==> src/rtl/pci_arbiter_pkg.sv <==
// Shared definitions for the four-master PCI bus arbiter.
// The ARB_TIMEOUT_EN latency counter uses the same counter width as the no-show timer.
package pci_arb_pkg;

    localparam int NUM_MASTERS = 4;
    localparam int CNT_W       = 8;

    typedef enum logic [1:0] {
        IDLE  = 2'd0,
        GRANT = 2'd1,
        BUSY  = 2'd2,
        TURN  = 2'd3
    } arb_state_t;

    function automatic logic [NUM_MASTERS-1:0] onehot(input logic [1:0] idx);
        return NUM_MASTERS'(1) << idx;
    endfunction

endpackage

==> src/rtl/pci_arbiter_if.sv <==
// Request/grant and bus-status signals between the PCI masters and the arbiter.
interface pci_arbiter_if;
    import pci_arb_pkg::*;

    logic [NUM_MASTERS-1:0] req_n;
    logic                   frame_n;
    logic                   irdy_n;
    logic [NUM_MASTERS-1:0] gnt_n;
    logic [1:0]             owner;
    logic                   bus_busy;
    logic                   timeout;

    modport master (
        output req_n, frame_n, irdy_n,
        input  gnt_n, owner, bus_busy, timeout
    );

    modport slave (
        input  req_n, frame_n, irdy_n,
        output gnt_n, owner, bus_busy, timeout
    );

endinterface

==> src/rtl/pci_arbiter_rr_picker.sv <==
// Combinational round-robin picker: searches last+1, last+2, last+3, last (mod 4).
module rr_picker
    import pci_arb_pkg::*;
(
    input  logic [NUM_MASTERS-1:0] req,
    input  logic [1:0]             last,
    output logic [1:0]             winner,
    output logic                   valid
);

    logic [1:0] idx;

    always_comb begin
        winner = last;
        valid  = 1'b0;
        idx    = last;
        for (int i = 1; i <= NUM_MASTERS; i++) begin
            idx = last + 2'(i);
            if (!valid && req[idx]) begin
                winner = idx;
                valid  = 1'b1;
            end
        end
    end

endmodule

==> src/rtl/pci_arbiter.sv <==
// Four-master PCI arbiter: round-robin grant in IDLE, no-show timer, one-cycle turnaround.
// Define ARB_TIMEOUT_EN to add the ownership latency timeout while other masters wait.
module pci_arbiter
    import pci_arb_pkg::*;
#(
    parameter int TIMEOUT_CYCLES = 16,
    parameter int NOSHOW_CYCLES  = 16
)
(
    input  logic          clk,
    input  logic          reset,
    pci_arbiter_if.slave  bus
);

    localparam logic [CNT_W-1:0] NOSHOW_LAST = CNT_W'(NOSHOW_CYCLES - 1);

    arb_state_t             state, state_next;
    logic [NUM_MASTERS-1:0] gnt_q, gnt_next;
    logic [1:0]             owner_q, owner_next;
    logic                   timeout_q, timeout_next;
    logic [CNT_W-1:0]       noshow_cnt, noshow_next;

    logic [1:0] winner;
    logic       winner_valid;
    logic       grant_on;
    logic       owner_released;
    logic       bus_idle;
    logic       noshow_fire;
    logic       lat_fire;

    rr_picker u_picker (
        .req    (~bus.req_n),
        .last   (owner_q),
        .winner (winner),
        .valid  (winner_valid)
    );

    assign grant_on       = (gnt_q != '1);
    assign owner_released = bus.req_n[owner_q];
    assign bus_idle       = bus.frame_n & bus.irdy_n;
    assign noshow_fire    = (noshow_cnt == NOSHOW_LAST);

`ifdef ARB_TIMEOUT_EN
    localparam logic [CNT_W-1:0] LAT_LAST = CNT_W'(TIMEOUT_CYCLES - 1);

    logic [CNT_W-1:0] lat_cnt, lat_next;
    logic             other_req;

    // Ownership time only accrues while someone else is actually waiting for the bus.
    assign other_req = |(~bus.req_n & ~onehot(owner_q));
    assign lat_fire  = grant_on && other_req && (lat_cnt == LAT_LAST);

    always_comb begin
        lat_next = lat_cnt;
        if (state == IDLE || state == TURN) begin
            lat_next = '0;
        end else if (grant_on && other_req && !lat_fire) begin
            lat_next = lat_cnt + 1'b1;
        end
    end

    always_ff @(posedge clk or posedge reset) begin
        if (reset) begin
            lat_cnt <= '0;
        end else begin
            lat_cnt <= lat_next;
        end
    end
`else
    assign lat_fire = 1'b0;
`endif

    always_ff @(posedge clk or posedge reset) begin
        if (reset) begin
            state      <= IDLE;
            gnt_q      <= '1;
            owner_q    <= 2'd3;
            timeout_q  <= 1'b0;
            noshow_cnt <= '0;
        end else begin
            state      <= state_next;
            gnt_q      <= gnt_next;
            owner_q    <= owner_next;
            timeout_q  <= timeout_next;
            noshow_cnt <= noshow_next;
        end
    end

    // BUSY may drop the grant and reach TURN on the same edge once the bus is already idle.
    always_comb begin
        state_next = state;
        unique case (state)
            IDLE: begin
                if (winner_valid) state_next = GRANT;
            end
            GRANT: begin
                if (lat_fire || !bus.frame_n) begin
                    state_next = BUSY;
                end else if (owner_released || noshow_fire) begin
                    state_next = TURN;
                end
            end
            BUSY: begin
                if ((!grant_on || owner_released || lat_fire) && bus_idle) begin
                    state_next = TURN;
                end
            end
            TURN: begin
                state_next = IDLE;
            end
            default: begin
                state_next = IDLE;
            end
        endcase
    end

    always_comb begin
        gnt_next     = gnt_q;
        owner_next   = owner_q;
        timeout_next = 1'b0;
        noshow_next  = noshow_cnt;
        case (state)
            IDLE: begin
                noshow_next = '0;
                gnt_next    = '1;
                if (winner_valid) begin
                    gnt_next   = ~onehot(winner);
                    owner_next = winner;
                end
            end
            GRANT: begin
                if (lat_fire) begin
                    gnt_next     = '1;
                    timeout_next = 1'b1;
                end else if (bus.frame_n) begin
                    if (owner_released) begin
                        gnt_next = '1;
                    end else if (noshow_fire) begin
                        gnt_next     = '1;
                        timeout_next = 1'b1;
                    end else begin
                        noshow_next = noshow_cnt + 1'b1;
                    end
                end
            end
            BUSY: begin
                noshow_next = '0;
                if (lat_fire) begin
                    gnt_next     = '1;
                    timeout_next = 1'b1;
                end else if (owner_released) begin
                    gnt_next = '1;
                end
            end
            default: begin
                gnt_next    = '1;
                noshow_next = '0;
            end
        endcase
    end

    assign bus.gnt_n    = gnt_q;
    assign bus.owner    = owner_q;
    assign bus.timeout  = timeout_q;
    assign bus.bus_busy = ~bus_idle;

endmodule

==> src/flat_wrapper.sv <==
// flat-port wrapper written by rule: the top's interface ports become plain ports
module pci_arbiter_flat import pci_arb_pkg::*;
#(
    parameter int TIMEOUT_CYCLES = 16,
    parameter int NOSHOW_CYCLES  = 16
)
  (clk, reset, bus_req_n, bus_frame_n, bus_irdy_n, bus_gnt_n, bus_owner, bus_bus_busy, bus_timeout);
  pci_arbiter_if bus_i ();
  input  logic clk;
  input  logic reset;
  input wire logic [$bits(bus_i.req_n)-1:0] bus_req_n;
  input wire logic [$bits(bus_i.frame_n)-1:0] bus_frame_n;
  input wire logic [$bits(bus_i.irdy_n)-1:0] bus_irdy_n;
  output wire logic [$bits(bus_i.gnt_n)-1:0] bus_gnt_n;
  output wire logic [$bits(bus_i.owner)-1:0] bus_owner;
  output wire logic [$bits(bus_i.bus_busy)-1:0] bus_bus_busy;
  output wire logic [$bits(bus_i.timeout)-1:0] bus_timeout;
  assign bus_i.req_n = bus_req_n;
  assign bus_i.frame_n = bus_frame_n;
  assign bus_i.irdy_n = bus_irdy_n;
  assign bus_gnt_n = bus_i.gnt_n;
  assign bus_owner = bus_i.owner;
  assign bus_bus_busy = bus_i.bus_busy;
  assign bus_timeout = bus_i.timeout;
  pci_arbiter #(.TIMEOUT_CYCLES(TIMEOUT_CYCLES), .NOSHOW_CYCLES(NOSHOW_CYCLES)) u_core (.clk(clk), .reset(reset), .bus(bus_i));
endmodule
==> config.mk <==
export PLATFORM = sky130hd
export DESIGN_NAME = pci_arbiter_flat
export DESIGN_NICKNAME = d
export VERILOG_FILES = /design/src/rtl/pci_arbiter_pkg.sv /design/src/rtl/pci_arbiter_if.sv /design/src/rtl/pci_arbiter_rr_picker.sv /design/src/rtl/pci_arbiter.sv /design/src/flat_wrapper.sv
export SDC_FILE = /design/constraint.sdc
export NUM_CORES = 1
export LEC_CHECK = 0
export BUFFER_PORTS_ARGS = -buffer_cell sky130_fd_sc_hd__buf_2
export CORE_MARGIN = 8
export CORE_UTILIZATION = 30
export DETAILED_ROUTE_END_ITERATION = 10
export GPL_ROUTABILITY_DRIVEN = 0
export PLACE_DENSITY = 0.54
export SYNTH_ARGS = -nofsm -noshare
export SYNTH_HDL_FRONTEND = slang
export SYNTH_SLANG_ARGS = --single-unit
export TNS_END_PERCENT = 20
==> constraint.sdc <==
create_clock -name clk -period 3.4 [get_ports clk]
set_clock_uncertainty 0.1 [all_clocks]
set_input_delay 0.51 -clock clk [delete_from_list [all_inputs] [get_ports clk]]
set_output_delay 0.51 -clock clk [all_outputs]
set_load 0.005 [all_outputs]
==> results.tsv <==
metric	value	unit
dp.cells	168	
finalSetupTns	0	ps
vias	860	
end_kind	flip-flop	
clock-sinks	17	
synth-xor-area-share	2.44	%
drt-total-wl	2150	µm
async_reset_ff_share	100	%
synth_compound_area_share	19.1	%
grt_max_degree	18	
grt_busiest_layer	met2	
ys_types	39	
worstSkewPairLatency	280	ps
synth.area.mux_share	6.87	%
place_ws	1210	ps
design_area	0.00123	mm²
fill_cells	361	
tightestPinTransition	613	ps
synth_top_area_share	25.6	%
yosysSeqAreaShare	40.3	%
synth_area_leader_cell	dfrtp_1	
finalPower	0.806	mW
setup_ws	1210	ps
finish.utilization	36.3	%
synthSimpleGateAreaFrac	21.3	%
drtPass1Iterations	4	
met1_usage	9.22	%
slowest_stage	mux4_2	
crit_path_start_kind	flip-flop	
rsz0062_at_grt	false	
layout.nets	140	
cts_inserted_buffers	3	
p_per_area	655	mW/mm²
critPathKind	reg2reg	
path_max_fanout	10	
grt_pass1_vias	880	
finalCritPeriodShare	64.3	%
synth_edf_count	0	
worstRegToRegCells	4	
io_pins	16	
netlist_instances	107	
synth_area_leaders	dfrtp_1 (26%), dfstp_2 (15%), ha_1 (5.8%), a31oi_1 (4.7%), nor2_1 (3.8%)	
wl_per_cell	12.5	µm
numPortBuffers	15	
drv_slew	0	
dp_hpwl	1730	µm
cts_tree	built	
die_area	0.00575	mm²
via_per_inst	5.00	
hp-class	in2async	
peakVddDrop	256	µV
power_leakage	0.504	nW
synthFlopType	dfrtp_1	
rrSetupSlack	1210	ps
max_freq	457	MHz
fin_cells	172	
drive_gt1_share	27.0	%
synthTopCellsByCount	dfrtp_1 (11), nor2_1 (11), a31oi_1 (8), inv_1 (8), nand2_1 (7)	
syn_to_final_growth	14.4	%
cts.repair.resized	0	
hold_slack	187	ps
slew_headroom	59.1	%
grt_first_pass_wirelength	3750	µm
post-cts-setup-buffers	0	
status	finished, final reports clean	
max_stage_delay	660	ps
grtUsageTotal	8.28	%
required	3500	ps
synth_fa_ha_area_share	5.82	%
synth_top_family_by_area	simple AND/OR/NAND/NOR gates	
drcViolationCount	0	
rows	21	
detail-route-antenna-nets	0	
cts_max_level	1	
die_w	75.9	µm
path_cells	mux4_2 -> a211o_1 -> and3_4 -> a31oi_1	
core_area	0.00339	mm²
initial_core_util	31.7	%
final-setup-viol-count	0	
grt_overflow	0	
drv_cap	0	
clkTransAtPathRegs	90	ps
postPlaceCellArea	0.00120	mm²
ys_warn_count	0	
grtUsageMet2	14.9	%
cts-root-buf	clkbuf_4	
synth_nets	120	
clockBufferDepth	2	
avgSynthCellArea	10.0	µm²
finalHoldViolCount	0	
min_period	2190	ps
dr.first_iter.drc_count	31	
ys_ff_latch	17	
worstPathArrival	2290	ps
postCtsHoldBufs	0	
syn-cell-area	0.00107	mm²
grt_util_met3	2.50	%
r2r-end	u_core.bus.gnt_n[1]	
antenna_found_initial	0	
die_y	75.9	µm
timing.rr.start	u_core.bus.owner[0]	
antenna-diode-count	0	
[placed cells by master, fill, tap and decap left out, types with 2 or more instances in the layout]
master / netlist / routed
o21ai_0: 2 / 2
nor2b_1: 3 / 3
a21o_1: 2 / 2
o21bai_1: 2 / 2
xnor2_1: 3 / 3
dfrtp_1: 11 / 11
ha_1: 5 / 5
dfstp_2: 6 / 6
nand2_1: 7 / 7
nor3_1: 2 / 2
buf_2: 0 / 15
a31oi_1: 8 / 8
a2111oi_2: 2 / 2
mux2i_1: 4 / 4
o2bb2ai_1: 2 / 2
a211oi_1: 2 / 2
nand3_1: 5 / 5
inv_1: 8 / 8
nand4_1: 2 / 2
clkbuf_4: 0 / 3
nor2_1: 11 / 11
[where the power goes]
group          switching (mW)  internal [mW]  leakage [nW]
clock                  0.0581         0.0455        0.0150
sequential             0.0500          0.272         0.212
combinational           0.210          0.170         0.276
[worst max path at each step]
stage | startpoint | to | slack, ps | depth (start not counted)
6_report | u_core.bus.owner[0] | u_core.bus.gnt_n[1] | 1210 | 4
5_1_grt | u_core.state[1] | u_core.state[1] | 1110 | 6
4_1_cts | u_core.bus.owner[0] | u_core.bus.gnt_n[1] | 1210 | 4
3_5_place_dp | bus_req_n[3] | u_core.bus.gnt_n[1] | 1210 | 5
3_3_place_gp | bus_req_n[3] | u_core.bus.gnt_n[3] | 1250 | 5
2_1_floorplan | u_core.bus.owner[0] | u_core.state[1] | 1320 | 5
[kinds of logic (layout without fill, tap and decap cells)]
family / Yosys count / in the layout
AO/OA/AOI/OAI: 26 / 26
XOR/XNOR: 3 / 3
AND/OR/NAND/NOR: 40 / 40
buffers and inverters: 10 / 29
adder cells (fa/ha/maj): 5 / 5
flip-flops: 17 / 17
multiplexers: 6 / 6
[final cells by class]
cell class                      count  area, µm²  share of cell area, %
Timing Repair Buffer               16       82.6                   6.71
Tap cell                           46       57.6                   4.68
Sequential cell                    17        433                   35.2
Multi-Input combinational cell     80        597                   48.5
Clock buffer                        4       26.3                   2.14
Inverter                            9       33.8                   2.75
[sequential cells by signal, summed over array words and instances (netlist names)]
signal,flops
u_core.bus.gnt_n,4
u_core.bus.owner,2
u_core.state,2
u_core.bus.timeout,1
u_core.noshow_cnt,8
[routing by layer]
| layer | wire length (µm) | up-vias | part of all wire (%) |
|---|---|---|---|
| li1 | - | 435 | - |
| met1 | 973 | 416 | 45 |
| met2 | 1120 | 7 | 52 |
| met3 | 49 | 2 | 2.3 |
| met4 | 8 | 0 | 0.37 |
| met5 | 0 | - | 0 |
[critical path, delay by kind of cell (launching register included)]
kind,cells,cell delay (ps)
compound gates,2,520
flops,1,620
mux,1,660
simple gates,1,200
Note: power is estimated with default switching activity, not from simulation.
